[config.mk]
export PLATFORM = sky130hd
export DESIGN_NAME = block_accumulator
export DESIGN_NICKNAME = d
export VERILOG_FILES = /design/src/rtl/block_accumulator.sv
export SDC_FILE = /design/constraint.sdc
export NUM_CORES = 1
export LEC_CHECK = 0
export CAP_MARGIN = 20
export CELL_PAD_IN_SITES_DETAIL_PLACEMENT = 0
export CELL_PAD_IN_SITES_GLOBAL_PLACEMENT = 1
export CORE_ASPECT_RATIO = 0.5
export CORE_UTILIZATION = 33
export DETAILED_ROUTE_END_ITERATION = 6
export PLACE_DENSITY_LB_ADDON = 0.2
export SYNTH_ARGS = -nofsm -noshare
export SYNTH_HDL_FRONTEND = slang
export SYNTH_SLANG_ARGS = --single-unit
[constraint.sdc]
create_clock -name clk -period 2.3 [get_ports clk]
set_clock_uncertainty 0.15 [all_clocks]
set_input_delay 0.69 -clock clk [delete_from_list [all_inputs] [get_ports clk]]
set_output_delay 0.69 -clock clk [all_outputs]
set_load 0.03 [all_outputs]
[src/rtl/block_accumulator.sv]
// Block accumulator: sums KB partial 2x2 products per output tile and
// presents each tile on a valid/ready port, walking tiles row-major.
module block_accumulator #(
    parameter int W     = 8,
    parameter int GUARD = 4,
    parameter int KB    = 2,
    parameter int NB    = 2
) (
    input  logic clk,
    input  logic rst,
    input  logic [W-1:0] i_c11,
    input  logic [W-1:0] i_c12,
    input  logic [W-1:0] i_c21,
    input  logic [W-1:0] i_c22,
    input  logic in_valid,
    output logic in_ready,
    output logic [W+GUARD-1:0] o_c11,
    output logic [W+GUARD-1:0] o_c12,
    output logic [W+GUARD-1:0] o_c21,
    output logic [W+GUARD-1:0] o_c22,
    output logic [((NB*NB > 1) ? $clog2(NB*NB) : 1)-1:0] o_tile,
    output logic o_last,
    output logic out_valid,
    input  logic out_ready,
    output logic err
);

    localparam int OW = W + GUARD;
    localparam int NT = NB * NB;
    localparam int TW = (NT > 1) ? $clog2(NT) : 1;
    localparam int KW = (KB > 1) ? $clog2(KB) : 1;
    localparam logic [KW-1:0] K_LAST = KW'(KB - 1);
    localparam logic [TW-1:0] T_LAST = TW'(NT - 1);

    localparam logic [0:0] S_ACC = 1'b0;
    localparam logic [0:0] S_OUT = 1'b1;

    logic [0:0]    state_q, state_d;
    logic [KW-1:0] k_q, k_d;
    logic [TW-1:0] tile_q, tile_d;
    logic          out_valid_q, out_valid_d;
    logic          err_q, err_d;
    logic [OW-1:0] acc_q [4];
    logic [OW-1:0] acc_d [4];
    logic [W-1:0]  in_w  [4];

    assign in_w[0] = i_c11;
    assign in_w[1] = i_c12;
    assign in_w[2] = i_c21;
    assign in_w[3] = i_c22;

    assign in_ready  = (state_q == S_ACC);
    assign out_valid = out_valid_q;
    assign err       = err_q;
    assign o_tile    = tile_q;
    assign o_last    = (tile_q == T_LAST);
    assign o_c11     = acc_q[0];
    assign o_c12     = acc_q[1];
    assign o_c21     = acc_q[2];
    assign o_c22     = acc_q[3];

    always_comb begin
        state_d     = state_q;
        k_d         = k_q;
        tile_d      = tile_q;
        out_valid_d = out_valid_q;
        err_d       = err_q;
        acc_d       = acc_q;
        // Anything offered while a tile is held is lost, including on the
        // handshake edge itself.
        if (in_valid && !in_ready) begin
            err_d = 1'b1;
        end
        if (state_q == S_ACC) begin
            if (in_valid) begin
                for (int i = 0; i < 4; i++) begin
                    if (k_q == '0) begin
                        acc_d[i] = OW'(in_w[i]);
                    end else begin
                        acc_d[i] = acc_q[i] + OW'(in_w[i]);
                    end
                end
                if (k_q == K_LAST) begin
                    k_d         = '0;
                    state_d     = S_OUT;
                    out_valid_d = 1'b1;
                end else begin
                    k_d = k_q + 1'b1;
                end
            end
        end else if (out_valid_q && out_ready) begin
            out_valid_d = 1'b0;
            state_d     = S_ACC;
            tile_d      = (tile_q == T_LAST) ? '0 : tile_q + 1'b1;
        end
    end

    always_ff @(posedge clk) begin
        if (!rst) begin
            state_q     <= S_ACC;
            k_q         <= '0;
            tile_q      <= '0;
            out_valid_q <= 1'b0;
            err_q       <= 1'b0;
            for (int i = 0; i < 4; i++) begin
                acc_q[i] <= '0;
            end
        end else begin
            state_q     <= state_d;
            k_q         <= k_d;
            tile_q      <= tile_d;
            out_valid_q <= out_valid_d;
            err_q       <= err_d;
            acc_q       <= acc_d;
        end
    end

endmodule

==> results_dict.tcl, run 1 <==
set metrics [dict create \
    antenna_left 0 \
    htreeDepth 2 \
    ir_drop_mv 0.297 \
    areaGrowthSynthToFinish_pct 62.5 \
    cts_buffers 5 \
    path_class "reg2out" \
    clk_pin_slew_ns 0.07 \
    vias 3758 \
    utilization_pct 57.2 \
    dieWidth_um 152 \
    synth_area_um2 3720 \
    syn_area_per_cell_um2 8.49 \
    total_power_mw 3.36 \
    antenna_found_initial 0 \
    max-slew-margin-rel_pct 71.0 \
    fin_crit_sh_pct 98.6 \
    ys_seq_area_share_pct 29.1 \
    p_int_mw 2.19 \
    grt_max_degree 26 \
    placedInstanceArea_um2 5380 \
    r2r_start "o_c12[0]" \
    p_leak_nw 2.53 \
    wirelength_um 11000 \
    start_util_pct 35.2 \
    power_frac_clock_pct 23.7 \
    drv_slew 0 \
    io_pins 90 \
    path_cells "clkdlybuf4s50_1" \
    cts.sinks 54 \
    gp_congestion 0.801 \
    hold_end "err" \
    slowest_delay_ns 0.71 \
    ys_types 57 \
    final_common_cell "buf_4" \
    regArea_um2 1080 \
    ys_ff_latch 54 \
    slowest_stage "clkdlybuf4s50_1" \
    finalSetupViolations 0 \
    combPwrFrac_pct 43.7 \
    use_met3_pct 3.45 \
    hold_viol 0 \
    final_layout_size_suffix_gt1_share_pct 28.2 \
    cts_tree "done" \
    worst_hold_slack_ns 0.327 \
    dr.first_iter.drc_count 105 \
    drc 8 \
    ys.flop_type "dfxtp_1" \
    synth_edf_count 0 \
    max_freq_mhz 441 \
    gr-total-overflow 0 \
    crit_buf_inv 1 \
    clock_latency_ns 0.29 \
    p_switching_mw 1.16 \
    viasPerCell 5.03 \
    period_needed_ns 2.27 \
    die-height_um 77.1 \
    clockBufferDepth 2 \
    rrSetupSlack_ns 0.10 \
    synth_nets 511 \
    root_buffer "clkbuf_16" \
    wl_per_cell_um 14.7 \
    timing.rr.end "o_c12[6]" \
    num-fill-cells 945 \
    cp_max_fo 3 \
    grt_usage_pct 19.3 \
    crit_path_end_kind "output pin" \
    outcome "finished with violations" \
    async_reset_ff_share_pct 0 \
    tightest_slew_ns 0.432 \
    min_delay_path_depth 2 \
    p_sw_share_pct 34.7 \
    busiest_layer "met2" \
    syn_inst 438 \
    crit_path_start_kind "flip-flop" \
    maxCapViolations 0 \
    coreArea_um2 10600 \
    hold_start "err" \
    grt_pass1_wl_um 18200 \
    rr_worst_depth 8 \
    rsz0062_at_grt "yes" \
    power_density_nw_per_um2 555 \
    dp_hpwl_um 8280 \
    yosysWarnings 0 \
    nets 679 \
    post-route-cell-area_um2 6040 \
    grtUsageMet1_pct 27.7 \
    most-common-layout-cells "buf_4 (88), clkdlybuf4s50_1 (54), dfxtp_1 (53), a21oi_1 (41), nor2_1 (38)" \
    path_delay_family "buffers and inverters" \
    crit_arrival_ns 1.43 \
    first_global_vias 3569 \
    cp.required_ns 1.46 \
    pwr-share-seq_pct 32.6 \
    die_area_um2 11700 \
    hold_path.class "reg2reg" \
    violations "DRC" \
    multiInputGateArea_um2 2950 \
    first_pass_iters 6 \
    rows 26 \
    antennaDiodeCount 0 \
    grtUsageMet2_pct 30.0 \
    io_buffers 89 \
]
[sequential cells by signal (all words and copies together), names as in the netlist]
register,count
err,1
k_q,1
o_c11,12
o_c12,12
o_c21,12
o_c22,12
o_tile,2
out_valid,1
state_q,1
[layout make-up]
type	instances	area share, %
tap	140	2.90
clock buffer	7	2.36
multi-input combinational	344	48.8
clock inverter	1	0.0828
inverter	22	1.37
sequential	54	17.9
timing repair buffer	179	26.6
[how the worst max path moves through the flow]
stage	cells after the start	endpoint	slack (ns)	start
floorplan	8	o_c12[6]	-0.04	i_c12[0]
global placement	9	o_c12[6]	-0.61	i_c12[0]
detailed placement	9	o_c12[6]	-0.67	i_c12[0]
CTS	9	o_c12[6]	-0.03	i_c12[0]
global route	9	o_c12[6]	-0.03	i_c12[0]
finish	1	o_c21[2]	0.03	o_c21[2]
[metal layers]
metal | part of all wire, % | wire length, um | up-vias
met5 | 0 | 0 | -
met2 | 42 | 4610 | 57
met3 | 2.9 | 320 | 6
met1 | 54 | 5990 | 1733
li1 | - | - | 1962
met4 | 0.64 | 70 | 0
[kinds of logic (layout without fill, tap and decap cells)]
logic type               after synthesis  after routing  synth area share, %
buffers and inverters                 40            209                 4.54
XOR/XNOR                              24             24                 5.65
flip-flops                            54             54                 29.1
AND/OR/NAND/NOR                      120            120                 17.1
adder cells (fa/ha/maj)               37             37                 13.3
AO/OA/AOI/OAI                        146            146                 25.8
multiplexers                          17             17                 4.58
[worst register-to-register path: cells and delay by family, from the launching register on]
kind / cells / cell delay (ns)
flip-flops: 1 / 0.40
buffers and inverters: 1 / 0.04
adder cells (fa/ha/maj): 2 / 0.52
AO/OA/AOI/OAI: 2 / 0.30
AND/OR/NAND/NOR: 3 / 0.73
[synthesized netlist by cell type, drive strengths merged, types with 3 or more instances]
cell type / count / area, um2
inv: 21 / 78.8
clkbuf: 5 / 18.8
nor3b: 16 / 120
nor2: 39 / 146
o21a: 3 / 22.5
o21ai: 24 / 124
a211oi: 16 / 125
nand2: 15 / 56.3
o211ai: 8 / 65.1
nand4: 4 / 25.0
buf: 13 / 67.6
nand3b: 8 / 60.1
ha: 33 / 413
a21oi: 53 / 269
xor2: 9 / 78.8
o22ai: 3 / 18.8
o211a: 4 / 40.0
o31ai: 5 / 37.5
a21o: 9 / 67.6
mux2i: 17 / 170
or3: 3 / 18.8
o2111ai: 4 / 35.0
nand2b: 6 / 37.5
dfxtp: 54 / 1080
xnor2: 15 / 131
fa: 4 / 80.1
nand3: 9 / 45.0
nor3: 11 / 60.1
[power groups by stage]
stage	clock network [mW]	registers [mW]	logic, mW
detailed placement	0	1.10	1.31
CTS	0.831	1.08	1.39
floorplan	0	1.21	0.631
global route	0.868	1.11	1.59
global placement	0	1.09	1.31
finish	0.795	1.10	1.47
[per-stage QoR]
| step | setup TNS (ns) | std cells | setup WS [ns] |
|---|---|---|---|
| finish | 0 | 747 | 0.0333 |
| global route | -0.0257 | 747 | -0.0257 |
| CTS | -0.0303 | 744 | -0.0303 |
| detailed placement | -17.92 | 733 | -0.669 |
| global placement | -17.41 | 733 | -0.614 |
| floorplan | -0.0426 | 438 | -0.0426 |
[repair_timing]
| item | in CTS | in global routing |
|---|---|---|
| gates resized for setup | 60 | 53 |
| gates cloned | 0 | 0 |
| setup endpoints to repair | 36 | 32 |
| pin swaps | 32 | 28 |
| setup buffers | 3 | 3 |
| hold buffers | 0 | 0 |
Power figures use the tool's default switching activity.
==> inputs of run 2 (changes only) <==
--- a/config.mk
+++ b/config.mk
@@ -5,7 +5,6 @@
 export SDC_FILE = /design/constraint.sdc
 export NUM_CORES = 1
 export LEC_CHECK = 0
-export CAP_MARGIN = 20
 export CELL_PAD_IN_SITES_DETAIL_PLACEMENT = 0
 export CELL_PAD_IN_SITES_GLOBAL_PLACEMENT = 1
 export CORE_ASPECT_RATIO = 0.5
==> results of run 2 <==
No change in the layout: final DEF, timing and power equal those of run 1.
